<file path="config.mk">
export PLATFORM = sky130hd
export DESIGN_NAME = logic_reduce_unit
export DESIGN_NICKNAME = d
export VERILOG_FILES = /design/src/rtl/logic_reduce_unit.sv
export SDC_FILE = /design/constraint.sdc
export NUM_CORES = 1
export LEC_CHECK = 0
export ABC_AREA = 1
export CORE_ASPECT_RATIO = 0.8
export CORE_MARGIN = 5
export CORE_UTILIZATION = 41
export DETAILED_ROUTE_END_ITERATION = 8
export GPL_TIMING_DRIVEN = 0
export PLACE_DENSITY_LB_ADDON = 0.25
export REMOVE_ABC_BUFFERS = 1
export SLEW_MARGIN = 20
export SYNTH_ARGS = -nofsm -noshare
export SYNTH_HDL_FRONTEND = slang
export SYNTH_SLANG_ARGS = --single-unit
</file>
<file path="constraint.sdc">
create_clock -name clk -period 2.8 [get_ports clk]
set_clock_uncertainty 0.2 [all_clocks]
set_input_delay 0.56 -clock clk [delete_from_list [all_inputs] [get_ports clk]]
set_output_delay 0.56 -clock clk [all_outputs]
set_load 0.01 [all_outputs]
</file>
<file path="src/rtl/logic_reduce_unit.sv">
// logic_reduce_unit: folds a frame of up to MAX_OPS operands with AND/OR/XOR/NAND.
// Operands enter on a valid/ready stream; one result leaves on a valid/ready stream.
module logic_reduce_unit #(
    parameter  int unsigned WIDTH   = 8,
    parameter  int unsigned MAX_OPS = 8,
    localparam int unsigned CNT_W   = $clog2(MAX_OPS + 1)
) (
    input  logic             clk,
    input  logic             rst,
    input  logic             start,
    input  logic [1:0]       op_sel,
    input  logic [CNT_W-1:0] count,
    input  logic             in_valid,
    input  logic [WIDTH-1:0] in_data,
    output logic             in_ready,
    output logic             out_valid,
    output logic [WIDTH-1:0] out_data,
    input  logic             out_ready,
    output logic             busy,
    output logic             err
);

    typedef enum logic [1:0] {
        IDLE  = 2'd0,
        ACCUM = 2'd1,
        DONE  = 2'd2
    } state_t;

    typedef enum logic [1:0] {
        OP_AND  = 2'b00,
        OP_OR   = 2'b01,
        OP_XOR  = 2'b10,
        OP_NAND = 2'b11
    } op_t;

    localparam logic [CNT_W-1:0] MAX_CNT = CNT_W'(MAX_OPS);
    localparam logic [CNT_W-1:0] ONE_CNT = CNT_W'(1);

    state_t           state;
    op_t              op_q;
    logic [WIDTH-1:0] acc;
    logic [CNT_W-1:0] remaining;
    logic [WIDTH-1:0] acc_step_c;
    logic             count_bad_c;

    // Accumulator combined with the operand currently on in_data.
    always_comb begin
        acc_step_c = acc;
        case (op_q)
            OP_OR:   acc_step_c = acc | in_data;
            OP_XOR:  acc_step_c = acc ^ in_data;
            default: acc_step_c = acc & in_data;
        endcase
    end

    // A frame must hold at least one operand and no more than MAX_OPS.
    always_comb begin
        count_bad_c = (count == '0) || (count > MAX_CNT);
    end

    // Frame control FSM with all outputs registered alongside the state.
    always_ff @(posedge clk) begin
        if (rst) begin
            state     <= IDLE;
            op_q      <= OP_AND;
            acc       <= '0;
            remaining <= '0;
            out_data  <= '0;
            out_valid <= 1'b0;
            in_ready  <= 1'b0;
            busy      <= 1'b0;
            err       <= 1'b0;
        end else begin
            err <= 1'b0;
            case (state)
                IDLE: begin
                    if (start) begin
                        if (count_bad_c) begin
                            err <= 1'b1;
                        end else begin
                            op_q      <= op_t'(op_sel);
                            remaining <= count;
                            // AND/NAND start from all-ones, OR/XOR from all-zeros
                            acc       <= (op_sel == OP_AND || op_sel == OP_NAND) ? '1 : '0;
                            state     <= ACCUM;
                            in_ready  <= 1'b1;
                            busy      <= 1'b1;
                        end
                    end
                end
                ACCUM: begin
                    if (in_valid) begin
                        acc       <= acc_step_c;
                        remaining <= remaining - ONE_CNT;
                        if (remaining == ONE_CNT) begin
                            out_data  <= (op_q == OP_NAND) ? ~acc_step_c : acc_step_c;
                            out_valid <= 1'b1;
                            in_ready  <= 1'b0;
                            state     <= DONE;
                        end
                    end
                end
                DONE: begin
                    if (out_ready) begin
                        out_valid <= 1'b0;
                        busy      <= 1'b0;
                        state     <= IDLE;
                    end
                end
                default: begin
                    state     <= IDLE;
                    out_valid <= 1'b0;
                    in_ready  <= 1'b0;
                    busy      <= 1'b0;
                end
            endcase
        end
    end

endmodule
</file>
==> reports/metrics.cfg, run 1 <==
[run_status]
status = finished clean

[clock_network]
cts.repair.resized = 0
clk_pin_slew_ns = 0.10
cts_buffer_depth = 2
htreeDepth = 1
cts_hold_buf = 0
clk_latency_ns = 0.28
cts_num_sinks = 28
cts_buffers = 3
cts_tree = yes
root_buffer = clkbuf_8
postCtsSetupRepairBufs = 0

[power_and_ir_drop]
leakage_nw = 1.01
power_density_nw_per_um2 = 469
ir_worst_vdd_mv = 0.253

[critical_path]
cp_max_fo = 8
crit_arrival_ns = 2.21
setup.worst_path.start_class = primary input
crit_required_ns = 2.77
path_class = in2reg
endpoint_kind = flip-flop

[place]
place_congestion = 0.827
placed_cells = 338
io_buffers = 30
dp_hpwl_um = 2860

[job]
maxCapViolations = 0

[drt]
ant_nets = 0
via_count = 1594
drt-initial-drc-count = 96
firstDrtPassIters = 5
drc_errors = 0
viasPerCell = 4.66
wl_um = 3910
wl_per_cell_um = 11.4

[synthesis]
yosys_warnings = 0
synth_seq_cells = 28
ys_seq_area_share_pct = 30.7
syn_area_sq_um = 1830
syn_inst = 261
synth_flop_cell = dfxtp_1
ys_types = 24
yosysMostFrequentCell = inv_1
synth_edf_count = 0
yosysTopAreaCell = dfxtp_1
synth.avg_cell_area_sq_um = 7.00
synth.area.top_cells = dfxtp_1, ha_1, o21ai_0
yosys-top-cells-count = inv_1, o21ai_0, nand2_1
synth_top_area_share_pct = 30.7
synthArstFlopShare_pct = 0

[layout]
nets = 326
finalNonFillerCells = 342
insertedDiodeCount = 0
fin_util_pct = 51.9
area_growth_syn_to_layout_pct = 21.0
drive_gt1_share_pct = 5.61

[global_route]
grt_pass1_vias = 1539
grt_pass1_wl_um = 6910
grt.total_usage_pct = 13.9
antenna_found_initial = 0
grt_overflow_total = 0
grt_max_degree = 24

[timing]
finalSetupViolations = 0
fin_setup_tns_ns = 0
slew_headroom_pct = 40.4
worstMarginPinSlew_ns = 0.884
hold_viol_final = 0
maxSlewViolCount = 0
rsz0062_at_grt = no
post-route-period-util_pct = 80.1
max_clock_freq_mhz = 446
post-route-min-period_ns = 2.24

[floorplanning]
core_sq_um = 4260
die_w_um = 84.6
die_h_um = 69.7
initial_core_util_pct = 42.9
die-area_sq_um = 5900
rows = 21
io_pins = 31

[min_path]
min_path_type = reg2reg

state kept, by name, summed over array words and instances, names as in the netlist:
name	flops
err	1
op_q	2
out_data	8
acc	8
in_ready	1
out_valid	1
busy	1
state	2
remaining	4
layout make-up:
type / count / area [sq um]
Inverter: 45 / 169
Multi-Input combinational cell: 178 / 1040
Sequential cell: 28 / 561
Tap cell: 57 / 71.3
Clock inverter: 1 / 30.0
Clock buffer: 3 / 41.3
Timing Repair Buffer: 30 / 300
Fill cell: 441 / 2050
cells by family after synthesis:
family                   after synthesis  synth area share [%]
flip-flops                            28                  30.7
XOR/XNOR                               8                  3.84
AND/OR/NAND/NOR                       88                  21.8
buffers and inverters                 55                  12.5
adder cells (fa/ha/maj)               21                  14.4
AO/OA/AOI/OAI                         61                  16.7
cells in the final DEF (no fill, tap or decap):
master,Yosys,final
a21oi_1,18,18
bufinv_16,0,1
clkbuf_8,0,3
clkdlybuf4s50_1,0,30
dfxtp_1,28,28
ha_1,21,21
inv_1,43,43
inv_2,2,2
nand2_1,35,35
nand2_2,2,2
nand2_4,1,1
nand3_1,16,16
nand3_4,1,1
nand4_1,1,1
nor2_1,26,26
nor2_2,4,4
nor2_4,1,1
o21ai_0,42,42
o21ai_1,1,1
or2_2,1,1
xor2_1,8,8
worst paths after layout:
check,from,end,slack [ns],cells after the start
worst max-delay path,op_sel[0],acc[6]$_SDFFE_PP0P_,0.56,6
worst min-delay path,in_ready$_SDFFE_PP0P_,in_ready$_SDFFE_PP0P_,0.27,2
worst max register to register,op_q[0]$_SDFFE_PP0P_,acc[5]$_SDFFE_PP0P_,0.80,8
worst min register to register,in_ready$_SDFFE_PP0P_,in_ready$_SDFFE_PP0P_,0.27,2
where the power goes:
part	total [W]	leakage, nW	switching [W]	internal [W]
logic	0.000272	0.747	0.000160	0.000112
registers	0.000447	0.229	0.0000203	0.000427
clock network	0.000317	0.0357	0.000126	0.000191
total	0.00104	1.01	0.000307	0.000730
routing by layer:
layer  vias to the layer above  track usage [%]  part of all wire [%]
li1                        871                -                     -
met1                       695             18.6                    50
met2                        26             23.1                    45
met3                         2             2.73                   4.3
met4                         0             2.64                  0.69
met5                         -                0                     0
through the flow:
| stage | setup slack [ns] | cell area, sq um | total power (W) | hold WS (ns) |
|---|---|---|---|---|
| after global placement | 0.304 | 2140 | 0.000721 | 0.252 |
| after global routing | 0.410 | 2210 | 0.00111 | 0.282 |
| after CTS | 0.575 | 2210 | 0.00105 | 0.274 |
| final | 0.557 | 2210 | 0.00104 | 0.269 |
| after floorplan | 1.13 | 1770 | 0.000636 | 0.269 |
| after detailed placement | 0.290 | 2140 | 0.000729 | 0.259 |
critical path, cell delays in order:
cell and delay [ns]:
clkdlybuf4s50_1 0.49, nor2_1 0.05, o21ai_0 0.70, o21ai_0 0.22
nor2_1 0.13, nor2_1 0.05
(Power assumes the default switching activity.)
==> run 2, diff against run 1 <==
==> constraint.sdc (replaced) <==
create_clock -name clk -period 2.2 [get_ports clk]
set_clock_uncertainty 0.2 [all_clocks]
set_input_delay 0.44 -clock clk [delete_from_list [all_inputs] [get_ports clk]]
set_output_delay 0.44 -clock clk [all_outputs]
set_load 0.01 [all_outputs]
==> reports/metrics.cfg, run 2 (synthesis results as in run 1) <==
[clock_network]
cts_buffer_depth = 2  ; unchanged
clk_latency_ns = 0.28  ; about the same
cts_hold_buf = 0  ; unchanged
postCtsSetupRepairBufs = 0  ; unchanged
cts_tree = yes  ; unchanged
cts_num_sinks = 28  ; unchanged
htreeDepth = 1  ; unchanged
cts.repair.resized = 0  ; unchanged
root_buffer = clkbuf_8  ; unchanged
clk_pin_slew_ns = 0.10  ; about the same
cts_buffers = 3  ; unchanged

[timing]
timing.final.ws_setup_ns = 0.196  ; was 0.557 ns
hold_viol_final = 0  ; unchanged
rsz0062_at_grt = no  ; unchanged
finalHoldWorstSlack_ns = 0.269  ; about the same
worstMarginPinSlew_ns = 0.622  ; was 0.884 ns
maxSlewViolCount = 0  ; unchanged
post-route-period-util_pct = 91.1
finalSetupViolations = 0  ; unchanged
slew_headroom_pct = 58.5  ; was 40.4%
post-route-min-period_ns = 2.00
max_clock_freq_mhz = 499

[layout]
area_growth_syn_to_layout_pct = 21.0  ; unchanged
drive_gt1_share_pct = 5.61  ; unchanged
nets = 326  ; unchanged
insertedDiodeCount = 0  ; unchanged
register_area_sq_um = 561  ; unchanged
fin_util_pct = 51.9  ; unchanged
final_cell_mix = inv_1, o21ai_0, nand2_1  ; unchanged
multi_input_area_sq_um = 1040  ; unchanged
fill_cells = 441  ; unchanged
final_common_cell = inv_1  ; unchanged
final_cell_area_sq_um = 2210  ; unchanged
top_regs = acc x8, out_data x8, remaining x4  ; unchanged

[critical_path]
endpoint_kind = flip-flop  ; unchanged
crit_arrival_ns = 1.98  ; was 2.21 ns
cp_num_buf_inv = 2  ; was 1
cp_max_fo = 16  ; was 8
critPathMaxStageDelay_ns = 0.37  ; was 0.70 ns
critPathTopFamily = buffers and inverters  ; was compound AO/OA/AOI/OAI gates
path_class = reg2reg  ; was in2reg
path_cells = inv_1, ha_1, inv_1, nand3_1, o21ai_0, o21ai_0, nor2_1, nor2_1  ; was clkdlybuf4s50_1, nor2_1, o21ai_0, o21ai_0, nor2_1, nor2_1
crit_required_ns = 2.17  ; was 2.77 ns
setup.worst_path.start_class = flip-flop  ; was primary input
crit_slowest_cell = dfxtp_1  ; was o21ai_0

[global_route]
grt_max_degree = 24  ; unchanged
grt_overflow_total = 0  ; unchanged
grt_pass1_vias = 1539  ; unchanged
grt.total_usage_pct = 13.9  ; unchanged
grt_pass1_wl_um = 6910  ; unchanged
antenna_found_initial = 0  ; unchanged

[drt]
viasPerCell = 4.67  ; was 4.66
wl_um = 3930  ; was 3910 um
ant_nets = 0  ; unchanged
wl_per_cell_um = 11.5  ; was 11.4 um
drc_errors = 0  ; unchanged
via_count = 1598  ; was 1594
firstDrtPassIters = 4  ; was 5
drt-initial-drc-count = 91  ; was 96

[place]
dp_slack_ns = -0.190  ; was 0.290 ns
dp_hpwl_um = 2860  ; unchanged
io_buffers = 30  ; unchanged
placed_area_sq_um = 2140  ; unchanged
place_congestion = 0.827  ; unchanged

[power_and_ir_drop]
power_w = 0.00132  ; was 0.00104 W
power_frac_seq_pct = 43.0  ; was 43.1%
p_int_w = 0.000929  ; was 0.000730 W
power_frac_comb_pct = 26.3  ; about the same
p_clk_share_pct = 30.8  ; was 30.6%
leakage_nw = 1.01  ; about the same
p_sw_w = 0.000394  ; was 0.000307 W
power_density_nw_per_um2 = 599  ; was 469 nW/um^2
swShare_pct = 29.8  ; was 29.6%
ir_worst_vdd_mv = 0.325  ; was 0.253 mV

[floorplanning]
die_w_um = 84.6  ; unchanged
io_pins = 31  ; unchanged
die-area_sq_um = 5900  ; unchanged
initial_core_util_pct = 42.9  ; unchanged
rows = 21  ; unchanged
die_h_um = 69.7  ; unchanged
core_sq_um = 4260  ; unchanged

[job]
maxCapViolations = 0  ; unchanged

[run_status]
status = finished clean  ; unchanged

[min_path]
min_path_type = reg2reg  ; unchanged

==> run 2: cell types whose count changed in the layout (fill, tap and decap cells not counted) <==
cell and delta:
o21ai_0 -1, o21ai_1 +1
==> run 2: through the flow <==
step	setup TNS, ns	instances
floorplan	0	251
global placement	-1.33	338
detailed placement	-1.38	338
CTS	0	342
global route	0	342
finish	0	342
==> run 2: cell type report <==
| class | instances | share of cell area [%] |
|---|---|---|
| clock buffer | 3 | 1.87 |
| clock inverter | 1 | 1.36 |
| inverter | 45 | 7.64 |
| multi-input combinational | 178 | 46.9 |
| sequential | 28 | 25.4 |
| tap | 57 | 3.23 |
| timing repair buffer | 30 | 13.6 |
==> run 2: metal layers <==
layer  track usage [%]  vias to the layer above  share of wire, %
li1                  -                      871                 -
met1              18.6                      704                51
met2              23.1                       21                45
met3              2.73                        2               3.4
met4              2.64                        0              0.69
met5                 0                        -                 0
==> run 2: tightest hold or removal path, delay by kind of cell, from the launching register on <==
kind | cells | cell delay, ns
compound gates | 1 | 0.05
flops | 1 | 0.32
simple gates | 1 | 0.06
==> run 2: power by group through the flow <==
| stage | clock network (W) | logic, W | registers [W] |
|---|---|---|---|
| 4_1_cts | 0.000421 | 0.000349 | 0.000569 |
| 2_1_floorplan | 0 | 0.000232 | 0.000578 |
| 3_3_place_gp | 0 | 0.000338 | 0.000580 |
| 3_5_place_dp | 0 | 0.000346 | 0.000581 |
| 5_1_grt | 0.000437 | 0.000402 | 0.000575 |
| 6_report | 0.000407 | 0.000348 | 0.000569 |
==> run 2: worst paths after layout <==
check                              from               endpoint  slack (ns)  cells past startpoint
setup reg to reg   op_q[0]$_SDFFE_PP0P_    acc[5]$_SDFFE_PP0P_        0.20                      8
hold reg to reg   in_ready$_SDFFE_PP0P_  in_ready$_SDFFE_PP0P_        0.27                      2
hold / removal    in_ready$_SDFFE_PP0P_  in_ready$_SDFFE_PP0P_        0.27                      2
setup / recovery   op_q[0]$_SDFFE_PP0P_    acc[5]$_SDFFE_PP0P_        0.20                      8
